--- src/rtl/punch_anim_ctrl.sv ---
// Punch sprite sequencer: accepts judged hits, walks idle/windup/strike/recover
// on frame ticks, addresses the sprite ROM and produces a registered palette
// index stream with a flash override after perfect hits.
module punch_anim_ctrl #(
  parameter int unsigned WINDUP_TICKS  = 4,
  parameter int unsigned STRIKE_TICKS  = 6,
  parameter int unsigned RECOVER_TICKS = 4,
  parameter int unsigned FLASH_TICKS   = 3,
  parameter logic [3:0]  FLASH_INDEX   = 4'hD
) (
  input  logic        Clk,
  input  logic        Reset,
  input  logic        frame_tick,
  input  logic        hit_valid,
  input  logic [1:0]  hit_grade,
  output logic        hit_ready,
  input  logic [9:0]  drawX,
  input  logic [9:0]  drawY,
  input  logic [9:0]  sprite_x,
  input  logic [9:0]  sprite_y,
  output logic [13:0] rom_addr,
  input  logic [3:0]  rom_data,
  output logic [3:0]  pal_index,
  output logic        pix_active,
  output logic [1:0]  anim_state,
  output logic        busy
);

  typedef enum logic [1:0] {
    StIdle    = 2'd0,
    StWindup  = 2'd1,
    StStrike  = 2'd2,
    StRecover = 2'd3
  } state_e;

  localparam logic [7:0] WindupLast  = 8'(WINDUP_TICKS - 1);
  localparam logic [7:0] StrikeLast  = 8'(STRIKE_TICKS - 1);
  localparam logic [7:0] RecoverLast = 8'(RECOVER_TICKS - 1);
  localparam logic [7:0] FlashLoad   = 8'(FLASH_TICKS);

  state_e     state_q, state_d;
  logic [7:0] cnt_q, cnt_d;
  logic [7:0] flash_q, flash_d;
  logic [1:0] disp_q, disp_d;
  logic       accept;
  logic       cnt_last;

  logic [9:0] col, row;
  logic       in_box, in_box_q;
  logic       opaque;
  logic [3:0] pal_d;

  assign hit_ready  = (state_q == StIdle) & ~Reset;
  assign accept     = hit_valid & hit_ready;
  assign anim_state = state_q;
  assign busy       = (state_q != StIdle);

  // Next-state logic for the animation FSM, tick counter, flash and display frame.
  always_comb begin
    state_d  = state_q;
    cnt_d    = cnt_q;
    flash_d  = flash_q;
    disp_d   = disp_q;
    cnt_last = 1'b0;

    unique case (state_q)
      StIdle:    cnt_last = 1'b0;
      StWindup:  cnt_last = (cnt_q == WindupLast);
      StStrike:  cnt_last = (cnt_q == StrikeLast);
      StRecover: cnt_last = (cnt_q == RecoverLast);
      default:   cnt_last = 1'b0;
    endcase

    if (state_q == StIdle) begin
      if (accept && hit_grade != 2'd0) begin
        state_d = StWindup;
        cnt_d   = 8'd0;
      end
    end else if (frame_tick) begin
      if (cnt_last) begin
        cnt_d = 8'd0;
        unique case (state_q)
          StWindup:  state_d = StStrike;
          StStrike:  state_d = StRecover;
          StRecover: state_d = StIdle;
          default:   state_d = StIdle;
        endcase
      end else begin
        cnt_d = cnt_q + 8'd1;
      end
    end

    // A perfect-hit reload takes priority over a coincident tick decrement.
    if (accept && hit_grade == 2'd3) begin
      flash_d = FlashLoad;
    end else if (frame_tick && flash_q != 8'd0) begin
      flash_d = flash_q - 8'd1;
    end

    // Sprite frame only changes at vblank to avoid tearing.
    if (frame_tick) begin
      disp_d = state_q;
    end
  end

  // Control state registers.
  always_ff @(posedge Clk) begin
    if (Reset) begin
      state_q <= StIdle;
      cnt_q   <= 8'd0;
      flash_q <= 8'd0;
      disp_q  <= 2'd0;
    end else begin
      state_q <= state_d;
      cnt_q   <= cnt_d;
      flash_q <= flash_d;
      disp_q  <= disp_d;
    end
  end

  // Modular subtraction: pixels left of / above the sprite wrap to large values.
  always_comb begin
    col      = drawX - sprite_x;
    row      = drawY - sprite_y;
    in_box   = (col < 10'd64) & (row < 10'd64);
    rom_addr = {disp_q, row[5:0], col[5:0]};
    opaque   = in_box_q & (rom_data != 4'd0);
    pal_d    = 4'd0;
    if (opaque) begin
      pal_d = (flash_q != 8'd0) ? FLASH_INDEX : rom_data;
    end
  end

  // Pixel pipeline aligned with the one-cycle ROM read.
  always_ff @(posedge Clk) begin
    if (Reset) begin
      in_box_q   <= 1'b0;
      pal_index  <= 4'd0;
      pix_active <= 1'b0;
    end else begin
      in_box_q   <= in_box;
      pal_index  <= pal_d;
      pix_active <= opaque;
    end
  end

endmodule

--- config.mk ---
export PLATFORM = sky130hd
export DESIGN_NAME = punch_anim_ctrl
export DESIGN_NICKNAME = d
export VERILOG_FILES = /design/src/rtl/punch_anim_ctrl.sv
export SDC_FILE = /design/constraint.sdc
export NUM_CORES = 1
export LEC_CHECK = 0
export BUFFER_PORTS_ARGS = -buffer_cell sky130_fd_sc_hd__buf_2
export CORE_ASPECT_RATIO = 2
export CORE_MARGIN = 5
export CORE_UTILIZATION = 51
export DETAILED_ROUTE_END_ITERATION = 10
export HOLD_SLACK_MARGIN = 0.1
export PLACE_DENSITY = 0.91
export SLEW_MARGIN = 20
export SYNTH_ARGS = -nofsm -noshare
export SYNTH_HDL_FRONTEND = slang
export SYNTH_SLANG_ARGS = --single-unit
export TNS_END_PERCENT = 100
--- constraint.sdc ---
create_clock -name Clk -period 3.5 [get_ports Clk]
set_input_delay 0.7 -clock Clk [delete_from_list [all_inputs] [get_ports Clk]]
set_output_delay 0.7 -clock Clk [all_outputs]
set_load 0.03 [all_outputs]
==> run_results.csv <==
group,metric,value,unit
global_route,grtUsageTotal,17.5,%
finish,fin_util,64.3,%
route,drt-pass1-iter-count,4,
route,via_per_inst,5.49,
sta,slew_violations,0,
worst_setup_path,crit_required,3.69,ns
clock_tree,root_buffer,"clkbuf_8",
sta,period_share,89.7,%
logic_synthesis,synthCells,266,
floorplanning,die_w,55.4,um
clock_tree,postCtsResizedCells,0,
logic_synthesis,synthFlopType,"dfxtp_1",
clock_tree,postCtsSetupBuffers,0,
floorplanning,ioPinCount,73,
finish,final_cells,392,
logic_synthesis,synth.ff_latch_count,26,
finish,multi_input_area,1440,um^2
route,drt-initial-drc-count,23,
placed_design,gp_congestion,0.878,
global_route,antenna_found_initial,0,
pwr,design_power_total,0.00122,W
route,drcViolationCount,0,
worst_setup_path,setup.worst_path.end_class,"register",
clock_tree,clock-sinks,26,
global_route,grt_pass1_vias,2172,
route,ant_nets,0,
placed_design,port_buffers,72,
logic_synthesis,netlist_area,2100,um^2
clock_tree,numCtsBuffers,3,
logic_synthesis,synth_edf_count,0,
worst_setup_path,path_max_fanout,2,
logic_synthesis,ys_types,45,
finish,syn2layout_area_growth,23.5,%
clock_tree,cts.path.max_buffers,2,
clock_tree,ctsHoldBuffers,0,
logic_synthesis,synthesis.nets,342,
global_route,grt_max_degree,16,
placed_design,post-place-cells,388,
pwr,power.leakage,1.33,nW
flow_run,max-cap-violations,0,
floorplanning,start_util,52.0,%
sta,final-hold-violation-count,0,
floorplanning,die-area,5590,um^2
pwr,peakVddDrop,0.266,mV
route,wl_per_cell,12.8,um
floorplanning,core_area,4050,um^2
clock_tree,htreeDepth,1,
clock_tree,cts_tree,"yes",
sta,tns,0,ns
finish,final-seq-area,520,um^2
logic_synthesis,async_flop_share,0,%
finish,final_layout_size_suffix_gt1_share,24.1,%
placed_design,place_hpwl,4140,um
finish,nets,417,
route,wl,5020,um
worst_setup_path,r2r_setup_slack,1.49,ns
sta,fmax,318,MHz
worst_setup_path,crit_type,"primary input to register",
pwr,power_density,470,nW/um^2
sta,setup_viol,0,
sta,period_minus_slack,3.14,ns
worst_setup_path,start_kind,"primary input",
logic_synthesis,yosysSeqAreaShare,24.7,%
finish,n_fill_cell,383,
floorplanning,num_rows,33,
status,status,"finished, final reports clean",
sta,fin_skew,0.00130,ns
global_route,grt_overflow,0,
global_route,grt_pass1_wl,8270,um
sta,tightest_slew,0.553,ns
logic_synthesis,syn_area_per_cell,7.91,um^2
sta,rsz0062_at_grt,"no",
clock_tree,clk_pin_slew,0.09,ns
logic_synthesis,ys_warn_count,0,
sta,slew_headroom,63.1,%
finish,diodes,0,
min_path,holdCritPathClass,"register to register",
clock_tree,worstSkewPairLatency,0.27,ns
floorplanning,dieHeight,101,um
worst_setup_path,arrival,3.33,ns
route,dr_total_vias,2151,
## worst paths after layout
| check | startpoint | to | cells past startpoint |
|---|---|---|---|
| worst max-delay path | drawY[0] | in_box_q | 11 |
| worst min-delay path | disp_q[0] | disp_q[0] | 2 |
| worst max register to register | flash_q[0] | flash_q[5] | 7 |
| worst min register to register | disp_q[0] | disp_q[0] | 2 |
## critical path, cell delays in order
cell      delay [ns]
buf_2           0.09
inv_1           0.05
ha_1            0.16
inv_1           0.06
fa_1            0.40
a211oi_2        0.23
nor2_1          0.09
a221o_1         0.30
or4_1           0.48
or4b_1          0.52
nor4_2          0.24
## flip-flops by register name (all words and copies together), names as in the netlist
register and count:
anim_state 2, pal_index 4, flash_q 8, in_box_q 1
cnt_q 8, disp_q 2, pix_active 1
## area by class of cell
| class | count | share of cell area, % |
|---|---|---|
| well taps | 52 | 2.50 |
| clock buffers | 3 | 1.59 |
| multi-input cells | 203 | 55.5 |
| clock inverters | 1 | 1.15 |
| inverters | 33 | 4.76 |
| repair buffers | 74 | 14.4 |
| flip-flops and latches | 26 | 20.0 |
## synthesized netlist by cell type, types with 2 or more instances
master | instances | share of area (%)
nor2_1 | 32 | 5.7
xnor2_1 | 9 | 3.7
or3_1 | 3 | 0.89
xor2_1 | 14 | 5.8
nand3b_1 | 4 | 1.4
or4_1 | 3 | 1.1
nor4_1 | 5 | 1.5
and2_1 | 2 | 0.59
and3_1 | 5 | 1.5
nand3_1 | 6 | 1.4
fa_1 | 2 | 1.9
o21ai_0 | 7 | 1.7
a21o_1 | 6 | 2.1
nor3_1 | 2 | 0.48
o21ai_1 | 4 | 0.95
mux2i_1 | 5 | 2.4
a221oi_1 | 3 | 1.2
nand4_1 | 2 | 0.59
a21oi_1 | 17 | 4.0
nand2_1 | 13 | 2.3
inv_1 | 33 | 5.9
clkbuf_1 | 3 | 0.54
o21bai_1 | 3 | 1.1
o21a_1 | 5 | 1.8
a211oi_1 | 3 | 1.1
dfxtp_1 | 26 | 25
nand2b_1 | 6 | 1.8
ha_1 | 24 | 14
nor3b_1 | 3 | 1.1
## cells in the final DEF (no fill, tap or decap), types with 5 or more instances in the layout
cell type,netlist,layout
inv_1,33,33
mux2i_1,5,5
xor2_1,14,14
xnor2_1,9,9
ha_1,24,24
a21o_1,6,6
buf_2,1,72
a21oi_1,17,17
nand2b_1,6,6
nand3_1,6,6
and3_1,5,5
nor4_1,5,5
nor2_1,32,32
dfxtp_1,26,26
o21a_1,5,5
o21ai_0,7,7
nand2_1,13,13
## through the flow
step / hold WS (ns) / instance area [um^2] / setup slack [ns]
4_1_cts: 0.510 / 2600 / 0.340
6_report: 0.505 / 2600 / 0.360
2_1_floorplan: 0.471 / 2100 / 0.237
5_1_grt: 0.548 / 2600 / 0.273
3_3_place_gp: 0.468 / 2530 / 0.114
3_5_place_dp: 0.485 / 2530 / 0.0571
## layer usage
layer  track usage (%)  vias up  wire length, um
li1                  -     1066                -
met4              9.18        0              112
met3              2.56       14              233
met1              14.7     1000             1670
met5                 0        -                0
met2              37.2       71             3010
## report_power, final
part	switching, W	leakage, nW	internal (W)
logic	0.000337	1.08	0.000240
registers	0.0000508	0.211	0.000345
clock network	0.0000962	0.0357	0.000153
total	0.000484	1.33	0.000738
## cells by family (layout without fill, tap and decap cells)
logic type      Yosys count  count (layout)  share of synthesized area (%)
simple gates             91              91                           22.4
compound gates           58              58                           18.1
buf+inv                  37             111                           6.66
fa+ha+maj                26              26                           16.2
flops                    26              26                           24.7
xor+xnor                 23              23                           9.57
mux                       5               5                           2.38
(Power assumes the default switching activity.)
